==> src/rtl/hazard_pkg.sv <==
// Shared types for the scoreboard hazard unit: forward-select encodings,
// the in-flight tracker entry and a small age-to-select helper.
package hazard_pkg;

  // Forward-select encodings driven on fwd_rs_sel / fwd_rt_sel.
  typedef enum logic [1:0] {
    FWD_RF = 2'd0,
    FWD_X  = 2'd1,
    FWD_M  = 2'd2,
    FWD_WB = 2'd3
  } fwd_sel_e;

  // Widest register specifier the tracker entry can hold; narrower
  // specifiers are zero-extended into it.
  localparam int unsigned RD_MAX_W = 8;

  // One in-flight instruction between decode and register-file write.
  typedef struct packed {
    logic                valid;
    logic [RD_MAX_W-1:0] rd;
    logic                is_load;
  } trk_entry_t;

  // Entry 0 is X, entry 1 is M, anything older is WB/retire.
  function automatic fwd_sel_e age_sel(input int unsigned age);
    if (age == 0)      return FWD_X;
    else if (age == 1) return FWD_M;
    else               return FWD_WB;
  endfunction

endpackage

==> src/rtl/hazard_pipe_tracker.sv <==
// Shift register of in-flight destination writes, one entry per pipeline
// stage between decode and register-file write. Entry 0 is the youngest.
module hazard_pipe_tracker
  import hazard_pkg::*;
#(
  parameter int unsigned REG_W     = 3,
  parameter int unsigned TRK_DEPTH = 3
) (
  input  logic                         clk,
  input  logic                         rst_n,
  input  logic                         push_valid,
  input  logic [REG_W-1:0]             push_rd,
  input  logic                         push_load,
  output trk_entry_t [TRK_DEPTH-1:0]   entries
);

  trk_entry_t [TRK_DEPTH-1:0] trk;

  // Advance every entry one stage per cycle; a non-issuing decode injects a bubble.
  always_ff @(posedge clk) begin
    if (!rst_n) begin
      trk <= '0;
    end else begin
      trk[0] <= '{valid: push_valid, rd: RD_MAX_W'(push_rd), is_load: push_load};
      for (int unsigned k = 1; k < TRK_DEPTH; k++) begin
        trk[k] <= trk[k-1];
      end
    end
  end

  assign entries = trk;

endmodule

==> src/rtl/scoreboard_hazard_unit.sv <==
// Decode-stage hazard unit: detects RAW hazards against in-flight writes,
// chooses stall or forwarding, sequences redirect flushes and counts stalls.
module scoreboard_hazard_unit
  import hazard_pkg::*;
#(
  parameter int unsigned REG_W     = 3,
  parameter int unsigned TRK_DEPTH = 3,
  parameter int unsigned FWD_EN    = 0,
  parameter int unsigned FLUSH_LEN = 2
) (
  input  logic             clk,
  input  logic             rst_n,
  input  logic             id_valid,
  input  logic [REG_W-1:0] id_rs,
  input  logic [REG_W-1:0] id_rt,
  input  logic             id_rs_rd,
  input  logic             id_rt_rd,
  input  logic             id_wr,
  input  logic [REG_W-1:0] id_rd,
  input  logic             id_is_load,
  input  logic             ex_redirect,
  output logic             stall,
  output logic             flush,
  output logic             issue,
  output logic [1:0]       fwd_rs_sel,
  output logic [1:0]       fwd_rt_sel,
  output logic [15:0]      stall_count
);

  localparam int unsigned FCNT_W = (FLUSH_LEN > 1) ? $clog2(FLUSH_LEN) : 1;

  trk_entry_t [TRK_DEPTH-1:0] entries;
  logic [FCNT_W-1:0]          flush_cnt;
  logic                       rs_hit, rt_hit;
  logic                       rs_lduse, rt_lduse;
  fwd_sel_e                   rs_src, rt_src;
  logic                       raw_stall;

  hazard_pipe_tracker #(
    .REG_W     (REG_W),
    .TRK_DEPTH (TRK_DEPTH)
  ) u_tracker (
    .clk        (clk),
    .rst_n      (rst_n),
    .push_valid (issue & id_wr),
    .push_rd    (id_rd),
    .push_load  (id_is_load),
    .entries    (entries)
  );

  // Youngest-first scan: the first hit per source decides its forward source.
  always_comb begin
    rs_hit   = 1'b0;
    rt_hit   = 1'b0;
    rs_lduse = 1'b0;
    rt_lduse = 1'b0;
    rs_src   = FWD_RF;
    rt_src   = FWD_RF;
    for (int unsigned k = 0; k < TRK_DEPTH; k++) begin
      if (!rs_hit && id_valid && id_rs_rd && entries[k].valid &&
          entries[k].rd == RD_MAX_W'(id_rs)) begin
        rs_hit   = 1'b1;
        rs_src   = age_sel(k);
        rs_lduse = (k == 0) && entries[k].is_load;
      end
      if (!rt_hit && id_valid && id_rt_rd && entries[k].valid &&
          entries[k].rd == RD_MAX_W'(id_rt)) begin
        rt_hit   = 1'b1;
        rt_src   = age_sel(k);
        rt_lduse = (k == 0) && entries[k].is_load;
      end
    end
  end

  // Stall/flush/issue resolution; flush always wins over stall.
  always_comb begin
    if (FWD_EN != 0) raw_stall = rs_lduse | rt_lduse;
    else             raw_stall = rs_hit | rt_hit;
    flush = ex_redirect | (flush_cnt != '0);
    stall = raw_stall & ~flush;
    issue = id_valid & ~stall & ~flush;
    if (FWD_EN != 0 && !stall && !flush) begin
      fwd_rs_sel = rs_src;
      fwd_rt_sel = rt_src;
    end else begin
      fwd_rs_sel = FWD_RF;
      fwd_rt_sel = FWD_RF;
    end
  end

  // Flush sequencer: a redirect (re)loads the remaining flush cycles.
  always_ff @(posedge clk) begin
    if (!rst_n)                 flush_cnt <= '0;
    else if (ex_redirect)       flush_cnt <= FCNT_W'(FLUSH_LEN - 1);
    else if (flush_cnt != '0)   flush_cnt <= flush_cnt - 1'b1;
  end

  // Saturating stall-cycle counter.
  always_ff @(posedge clk) begin
    if (!rst_n)                            stall_count <= '0;
    else if (stall && stall_count != '1)   stall_count <= stall_count + 16'd1;
  end

endmodule

==> config.mk <==
export PLATFORM = sky130hd
export DESIGN_NAME = scoreboard_hazard_unit
export DESIGN_NICKNAME = d
export VERILOG_FILES = /design/src/rtl/hazard_pkg.sv /design/src/rtl/hazard_pipe_tracker.sv /design/src/rtl/scoreboard_hazard_unit.sv
export SDC_FILE = /design/constraint.sdc
export NUM_CORES = 1
export LEC_CHECK = 0
export CELL_PAD_IN_SITES_DETAIL_PLACEMENT = 2
export CELL_PAD_IN_SITES_GLOBAL_PLACEMENT = 2
export CORE_MARGIN = 2
export CORE_UTILIZATION = 40
export DETAILED_ROUTE_END_ITERATION = 16
export DONT_BUFFER_PORTS = 1
export GPL_TIMING_DRIVEN = 1
export PLACE_DENSITY_LB_ADDON = 0.1
export SYNTH_ARGS = -nofsm -noshare
export SYNTH_HDL_FRONTEND = slang
export SYNTH_HIERARCHICAL = 1
export SYNTH_SLANG_ARGS = --single-unit
==> constraint.sdc <==
create_clock -name clk -period 4.04 [get_ports clk]
set_input_delay 0.202 -clock clk [delete_from_list [all_inputs] [get_ports clk]]
set_output_delay 0.202 -clock clk [all_outputs]
set_load 0.02 [all_outputs]
==> results of run 1 <==
-- worst paths after layout --
kind	from	to	slack [ns]	depth (start not counted)
max	stall_count[0]	stall_count[8]	1.45	7
max reg2reg	stall_count[0]	stall_count[8]	1.45	7
min	rst_n	u_tracker/entries[11]	0.04	1
min reg2reg	u_tracker/entries[19]	u_tracker/entries[29]	0.51	1
-- metal layers --
layer / track usage / vias to the layer above / routed length, µm
li1: - / 735 / -
met1: 0.260 / 768 / 2290
met2: 0.352 / 30 / 2560
met3: 0.0556 / 9 / 206
met4: 0.0650 / 0 / 85
met5: 0 / - / 0
-- sequential cells by signal (all words and copies together) (netlist names) --
register and flops:
flush_cnt 1, u_tracker/entries 12, stall_count 16
-- cells in the final DEF, fill, tap and decap left out, drive strengths merged, types with 3 or more instances in the layout --
cell / n
inv: 3
mux2i: 7
or4: 5
nor2: 12
or3: 5
conb: 19
xor2: 14
nand2: 21
clkbuf: 6
nor4: 10
nor3: 3
nor4b: 3
dfxtp: 29
and2: 14
nand2b: 8
nand3: 5
xnor2: 4
a21oi: 9
o21ai: 6
nand4: 6
-- critical path, delay by kind of cell (launching register included) --
| kind | cells | cell delay (ns) |
|---|---|---|
| and+or+nand+nor | 5 | 1.50 |
| DFF | 1 | 0.53 |
| adders and majority gates | 1 | 0.27 |
| muxes | 1 | 0.17 |
-- power groups by stage --
| stage | registers, W | logic [W] | clock network, W |
|---|---|---|---|
| finish | 0.000295 | 0.0000512 | 0.000326 |
| global route | 0.000296 | 0.0000568 | 0.000341 |
| CTS | 0.000295 | 0.0000502 | 0.000330 |
| detailed placement | 0.000302 | 0.0000492 | 0 |
| global placement | 0.000301 | 0.0000461 | 0 |
| floorplan | 0.000300 | 0.0000562 | 0 |
-- final cells by class --
type	count	area [µm²]
inverters	3	11.3
clock inverters	2	37.5
clock buffers	6	82.6
fillers	506	2480
flip-flops and latches	29	581
well taps	52	65.1
multi-input cells	176	1150
-- stage by stage --
step	cells	power, W
floorplan	234	0.000357
global placement	260	0.000347
detailed placement	260	0.000351
CTS	268	0.000675
global route	268	0.000693
finish	268	0.000672
==> summary.txt, run 1 <==
first-pass GRT wire length: 8340 µm
area grow syn2layout: 3.70%
Placed Area: 1810 µm²
Cell Chain, Critical Path: ha_1, nand2_1, nor4_1, and3_1, or4_1, nor3_1, mux2i_1
Sequential Power Share: 0.439
share of layout cells above drive strength 1: 0.120
maximum VDD drop: 0.000143 V
root buf cell: clkbuf_8
fin crit share: 0.642
antenna cells: 0
gr ovfl total: 0
Worst EP arrival: 2.76 ns
critical path class: flip-flop to flip-flop
DIE HEIGHT: 72.2 µm
dpl ws: 1.49 ns
Worst setup SP type: flip-flop
largest net degree at the start of global routing: 33
Clock transition at path regs: 0.07 ns
critical path's slowest cell: and3_1
outcome: finished, final reports clean
slowest stage delay, CP: 0.66 ns
Via Count: 1542
RSZ-0062 raised after global routing: no
final hold viol count: 0
fin area: 1930 µm²
worst hold-check path type: primary input to flip-flop
Fmax: 0.385 GHz
Resized cells post-CTS: 0
Clk pwr share: 0.485
drt total wl: 5130 µm
Net count, final: 233
Static Leak: 0.675 nW
mean post-synth cell area: 8.57 µm²
CTS Hold Bufs: 0
initial antenna violation count: 0
number of max-cap violations: 0
worst setup margin: 1.45 ns
CP max FO: 16
final core occ: 0.437
Routed Antenna Nets: 0
Setup TNS: 0 ns
initial drt markers: 39
post-synthesis cell area: 1860 µm²
Final setup violation count: 0
switching part of the total: 0.244
Cells after Synth: 217
Pwr per Cell Area: 348 nW/µm²
Tightest Pin Transition: 1.11 ns
Row Count: 24
num ports: 40
vias per inst: 5.75
Net Switching: 0.000164 W
full die area: 5210 µm²
worst path required time: 4.21 ns
Initial Util: 0.421
Comb power frac: 0.076
Detailed Place HPWL: 3810 µm
wire length per cell: 19.2 µm
Post-CTS Setup Inserts: 0
Ys Warns: 6
number of CTS-inserted buffers: 5
die width: 72.2 µm
Hold Slack: 0.0383 ns
Slew HR: 0.260
clock latency on the worst-skew pair: 0.29 ns
Residual DRC: 0
core region area: 4410 µm²
RePlAce Congestion: 0.731
Clock Skew: 0.00667 ns
CTS Buffer Depth: 2
Max Slew Vio Count: 0
Sink Count: 29
fin crit period: 2.59 ns
number of H-tree levels: 2
Pint: 0.000508 W
Pre-antenna DRT Iters: 4
Global Route Usage Sum: 0.209
I/O Buffers: 0
Setup crit end kind: flip-flop
vias in the first global route: 1680
CTS tree: built
Note: power is estimated with default switching activity, not from simulation.
==> run 2: changes to the inputs <==
--- a/config.mk
+++ b/config.mk
@@ -8,7 +8,7 @@
 export CELL_PAD_IN_SITES_DETAIL_PLACEMENT = 2
 export CELL_PAD_IN_SITES_GLOBAL_PLACEMENT = 2
 export CORE_MARGIN = 2
-export CORE_UTILIZATION = 40
+export CORE_UTILIZATION = 37
 export DETAILED_ROUTE_END_ITERATION = 16
 export DONT_BUFFER_PORTS = 1
 export GPL_TIMING_DRIVEN = 1
==> constraint.sdc (replaced) <==
create_clock -name clk -period 2.5 [get_ports clk]
set_input_delay 0.125 -clock clk [delete_from_list [all_inputs] [get_ports clk]]
set_output_delay 0.125 -clock clk [all_outputs]
set_load 0.02 [all_outputs]
==> summary.txt, run 2 (same netlist as run 1, synthesis figures left out) <==
outcome: finished, final reports clean
share of layout cells above drive strength 1: 0.162 (+0.0413)
number of H-tree levels: 2 (unchanged)
Pre-antenna DRT Iters: 4 (unchanged)
Residual DRC: 0 (unchanged)
CTS tree: built
final hold viol count: 0 (unchanged)
Initial Util: 0.389 (-0.0327)
highest-count cells in the layout ignoring fill and taps: dfxtp_1, nand2_1, conb_1
Global Route Usage Sum: 0.210 (+0.00148)
most common cell after layout, fill and taps aside: dfxtp_1
area grow syn2layout: 12.7%
Setup crit end kind: flip-flop
largest reg by FF count: stall_count
fin crit period: 2.20 ns (-0.400 ns)
critical path class: flip-flop to flip-flop
wire length per cell: 18.0 µm (-5.9%)
total power: 0.00109 W (+63%)
gr ovfl total: 0 (unchanged)
CP max FO: 6 (-10)
initial drt markers: 38 (-2.6%)
antenna cells: 0 (unchanged)
wl on met1: 2440 µm (+6.7%)
Via Count: 1625 (+5.4%)
worst path required time: 2.72 ns (-1.49 ns)
Pwr per Cell Area: 522 nW/µm² (+50%)
Tightest Pin Transition: 0.813 ns (-0.292 ns)
Sink Count: 29 (unchanged)
Worst EP arrival: 2.42 ns (-0.34 ns)
Fmax: 0.456 GHz (+18%)
core region area: 4790 µm² (+8.4%)
CTS Buffer Depth: 2 (unchanged)
DIE HEIGHT: 74.9 µm (+3.8%)
Setup TNS: 0 ns (unchanged)
Row Count: 25 (+4.2%)
worst setup margin: 0.305 ns (-1.14 ns)
drt total wl: 5440 µm (+6.0%)
largest net degree at the start of global routing: 25 (-24%)
routed wl met3: 262 µm (+27%)
Post-CTS Setup Inserts: 0 (unchanged)
worst hold-check path type: primary input to flip-flop
clock latency on the worst-skew pair: 0.29 ns (about the same)
Detailed Place HPWL: 3950 µm (+3.5%)
Largest register FFs: 16 (unchanged)
Worst R2R Path Depth: 6 (-1)
Final setup violation count: 0 (unchanged)
Worst setup SP type: flip-flop
dpl ws: 0.232 ns (-1.26 ns)
number of CTS-inserted buffers: 5 (unchanged)
vias in the first global route: 1807 (+7.6%)
root buf cell: clkbuf_8
routed wl met2: 2630 µm (+2.8%)
uppermost layer routed: met4
full die area: 5610 µm² (+7.6%)
Clock transition at path regs: 0.07 ns (about the same)
Max Slew Vio Count: 0 (unchanged)
Static Leak: 0.757 nW (+12%)
Clock Skew: 0.00756 ns (+0.000888 ns)
Cells on Worst Hold Path: 2 (+1)
RSZ-0062 raised after global routing: no
I/O Buffers: 0 (unchanged)
fin crit share: 0.878 (+0.236)
first-pass GRT wire length: 8970 µm (+7.6%)
Routed Antenna Nets: 0 (unchanged)
num ports: 40 (unchanged)
initial antenna violation count: 0 (unchanged)
RePlAce Congestion: 0.767 (+5.0%)
Net count, final: 252 (+8.2%)
die width: 74.9 µm (+3.8%)
vias per inst: 5.38 (-6.5%)
Slew HR: 0.456 (+0.196)
number of max-cap violations: 0 (unchanged)
maximum VDD drop: 0.000275 V (+92%)
## run 2: layout make-up
type	instances	area [µm²]
clock buffer	7	86.3
sequential	29	581
multi-input combinational	176	1140
tap	67	83.8
fill	562	2690
inverter	3	11.3
timing repair buffer	19	160
clock inverter	1	30.0
## run 2: path summary, 6_finish.rpt
kind | from | endpoint | slack, ns
worst max-delay path | stall_count[6] | stall_count[14] | 0.30
worst min-delay path | rst_n | stall_count[11] | 0.0006
worst max register to register | stall_count[6] | stall_count[14] | 0.30
worst min register to register | u_tracker/entries[19] | u_tracker/entries[29] | 0.51
## run 2: per-stage QoR
step / util / cells / hold slack [ns] / area [µm²]
after floorplan: - / 234 / 0.247 / 1920
after CTS: 0.436 / 301 / 0.000430 / 2090
after detailed placement: 0.399 / 287 / 0.252 / 1910
final: 0.438 / 302 / 0.000608 / 2100
after global placement: 0.399 / 287 / 0.250 / 1910
after global routing: 0.438 / 302 / 0.00590 / 2100
## run 2: where the power goes
group | switching (W) | leakage (nW) | total, W | internal [W]
sequential | 0.00000750 | 0.235 | 0.000477 | 0.000469
clock | 0.000196 | 0.0585 | 0.000521 | 0.000325
combinational | 0.0000604 | 0.463 | 0.0000966 | 0.0000362
## run 2: repair_timing
item	4_1_cts	5_1_grt
endpoints found under the hold margin	20	1
endpoints found under the setup margin	0	3
hold buffers	6	1
resized for setup	0	1
## run 2: critical path, stage by stage, from the launching register on
cell and delay, ns:
dfxtp_1 0.53, nand3_1 0.24, nor4_1 0.46, buf_4 0.19, nand4_1 0.13, or4_1 0.43
a21oi_1 0.15
## run 2: metal layers
layer  vias to the layer above  global-route usage
li1                        771                   -
met1                       799               0.261
met2                        41               0.347
met3                        14              0.0643
met4                         0              0.0694
met5                         -                   0
==> run 3: changes to the inputs <==
--- a/config.mk
+++ b/config.mk
@@ -9,10 +9,12 @@
 export CELL_PAD_IN_SITES_GLOBAL_PLACEMENT = 2
 export CORE_MARGIN = 2
 export CORE_UTILIZATION = 37
+export CTS_CLUSTER_DIAMETER = 100
 export DETAILED_ROUTE_END_ITERATION = 16
 export DONT_BUFFER_PORTS = 1
 export GPL_TIMING_DRIVEN = 1
 export PLACE_DENSITY_LB_ADDON = 0.1
+export REMOVE_ABC_BUFFERS = 1
 export SYNTH_ARGS = -nofsm -noshare
 export SYNTH_HDL_FRONTEND = slang
 export SYNTH_HIERARCHICAL = 1
==> summary.txt, run 3 (same netlist as run 1, synthesis figures left out) <==
outcome: finished, final reports clean
Fmax: 0.414 GHz (-9.2%)
Critical Path Stages: 6 (unchanged)
Pre-antenna DRT Iters: 4 (unchanged)
die width: 74.9 µm (unchanged)
Max Slew Vio Count: 0 (unchanged)
FILL cells: 531 (-5.5%)
Worst R2R Path Depth: 6 (unchanged)
final std cells w/o fill: 304 (+0.66%)
RSZ-0062 raised after global routing: no
initial antenna violation count: 0 (unchanged)
Placed Area: 1930 µm² (+0.85%)
number of H-tree levels: 2 (unchanged)
Static Leak: 0.777 nW (+2.7%)
slowest stage delay, CP: 0.67 ns (+0.14 ns)
clock latency on the worst-skew pair: 0.28 ns (about the same)
area grow syn2layout: 13.9%
fin crit share: 0.967 (+0.0893)
highest-count cells in the layout ignoring fill and taps: dfxtp_1, nand2_1, conb_1
Placed Cells: 288 (+0.35%)
Clock transition at path regs: 0.06 ns (about the same)
final core occ: 0.443 (+0.00444)
vias in the first global route: 1733 (-4.1%)
Pwr per Cell Area: 474 nW/µm² (-9.1%)
gr ovfl total: 0 (unchanged)
Global Route Usage Sum: 0.203 (-0.00693)
first-pass GRT wire length: 8440 µm (-5.9%)
Setup TNS: 0 ns (unchanged)
Worst Setup EP: stall_count[14]
Largest register FFs: 16 (unchanged)
number of max-cap violations: 0 (unchanged)
Detailed Place HPWL: 3800 µm (-3.8%)
wire length per cell: 17.7 µm (-1.8%)
num ports: 40 (unchanged)
I/O Buffers: 0 (unchanged)
Worst EP arrival: 2.63 ns (+0.21 ns)
share of layout cells above drive strength 1: 0.173 (+0.0113)
Residual DRC: 0 (unchanged)
WP buf/inv: 0 (-1)
fin area: 2120 µm² (+1.0%)
Via Count: 1632 (+0.43%)
worst setup margin: 0.0817 ns (-0.223 ns)
fin crit period: 2.42 ns (+0.223 ns)
Worst setup SP type: flip-flop
cell family with most CP delay: simple AND/OR/NAND/NOR gates
RePlAce Congestion: 0.794 (+3.5%)
Routed Antenna Nets: 0 (unchanged)
CP max FO: 12 (+6)
Clock Skew: 0.00689 ns (-0.000669 ns)
worst path required time: 2.71 ns (about the same)
critical path class: flip-flop to flip-flop
most common cell after layout, fill and taps aside: dfxtp_1
Slew HR: 0.254 (-0.202)
Initial Util: 0.389 (unchanged)
reg-to-reg endpoint: stall_count[14]
Setup crit end kind: flip-flop
worst hold-check path type: primary input to flip-flop
Tightest Pin Transition: 1.12 ns (+0.302 ns)
worst r2r src: u_tracker/entries[11]
CTS tree: built
Cell Chain, Critical Path: xor2_1, nor2_1, nor4b_1, nor4b_2, or4_1, a21oi_1
CTS Buffer Depth: 2 (unchanged)
DIE HEIGHT: 74.9 µm (unchanged)
largest reg by FF count: stall_count
dpl ws: -0.0132 ns (-0.245 ns)
final hold viol count: 0 (unchanged)
critical path's slowest cell: nor4b_1
core region area: 4790 µm² (unchanged)
drt total wl: 5380 µm (-1.2%)
initial drt markers: 47 (+24%)
CP startpoint: u_tracker/entries[11]
Net count, final: 254 (+0.79%)
vias per inst: 5.37 (-0.23%)
root buf cell: clkbuf_8
FF-to-FF setup slack: 0.08 ns (-0.22 ns)
number of CTS-inserted buffers: 5 (unchanged)
Sink Count: 29 (unchanged)
Post-CTS Setup Inserts: 0 (unchanged)
Row Count: 25 (unchanged)
largest net degree at the start of global routing: 20 (-20%)
Final setup violation count: 0 (unchanged)
antenna cells: 0 (unchanged)
maximum VDD drop: 0.000302 V (+9.7%)
full die area: 5610 µm² (unchanged)
[run 3: where the power goes]
group | switching (W) | total [W] | internal [W]
registers | 0.00000742 | 0.000477 | 0.000470
logic | 0.0000592 | 0.0000954 | 0.0000362
clock network | 0.000184 | 0.000432 | 0.000248
total | 0.000250 | 0.00100 | 0.000754
[run 3: metal layers]
metal | up-vias | track usage | part of all wire
li1 | 776 | - | -
met1 | 810 | 0.239 | 0.44
met2 | 40 | 0.360 | 0.51
met3 | 6 | 0.0576 | 0.042
met4 | 0 | 0.0575 | 0.010
met5 | - | 0 | 0
[run 3: area by class of cell]
type / count / area, µm² / share of cell area
multi-input combinational: 177 / 1170 / 0.554
sequential: 29 / 581 / 0.274
timing repair buffer: 20 / 168 / 0.0791
clock buffer: 7 / 96.3 / 0.0455
tap: 67 / 83.8 / 0.0396
inverter: 3 / 11.3 / 0.00532
clock inverter: 1 / 5.00 / 0.00236
[run 3: per-stage QoR]
| stage | hold slack, ns | total power [W] |
|---|---|---|
| final | 0.0102 | 0.00100 |
| after global routing | 0.000899 | 0.00105 |
| after CTS | 0.00399 | 0.00102 |
| after detailed placement | 0.255 | 0.000568 |
| after global placement | 0.251 | 0.000562 |
| after floorplan | 0.247 | 0.000549 |
[run 3: how the worst min path moves through the flow]
| stage | start | endpoint | cells past startpoint |
|---|---|---|---|
| after global routing | rst_n | stall_count[15] | 2 |
| after global placement | ex_redirect | flush_cnt | 1 |
| after detailed placement | rst_n | u_tracker/entries[22] | 1 |
| after floorplan | ex_redirect | flush_cnt | 1 |
| final | rst_n | stall_count[15] | 2 |
| after CTS | rst_n | stall_count[15] | 2 |
[run 3: repair_timing]
item                                    CTS  global route
cloned                                    1             0
hold buffers                              6             1
pin swaps                                 1             0
gates resized for setup                   0             1
hold endpoints to repair                 18             1
endpoints found under the setup margin    3             2
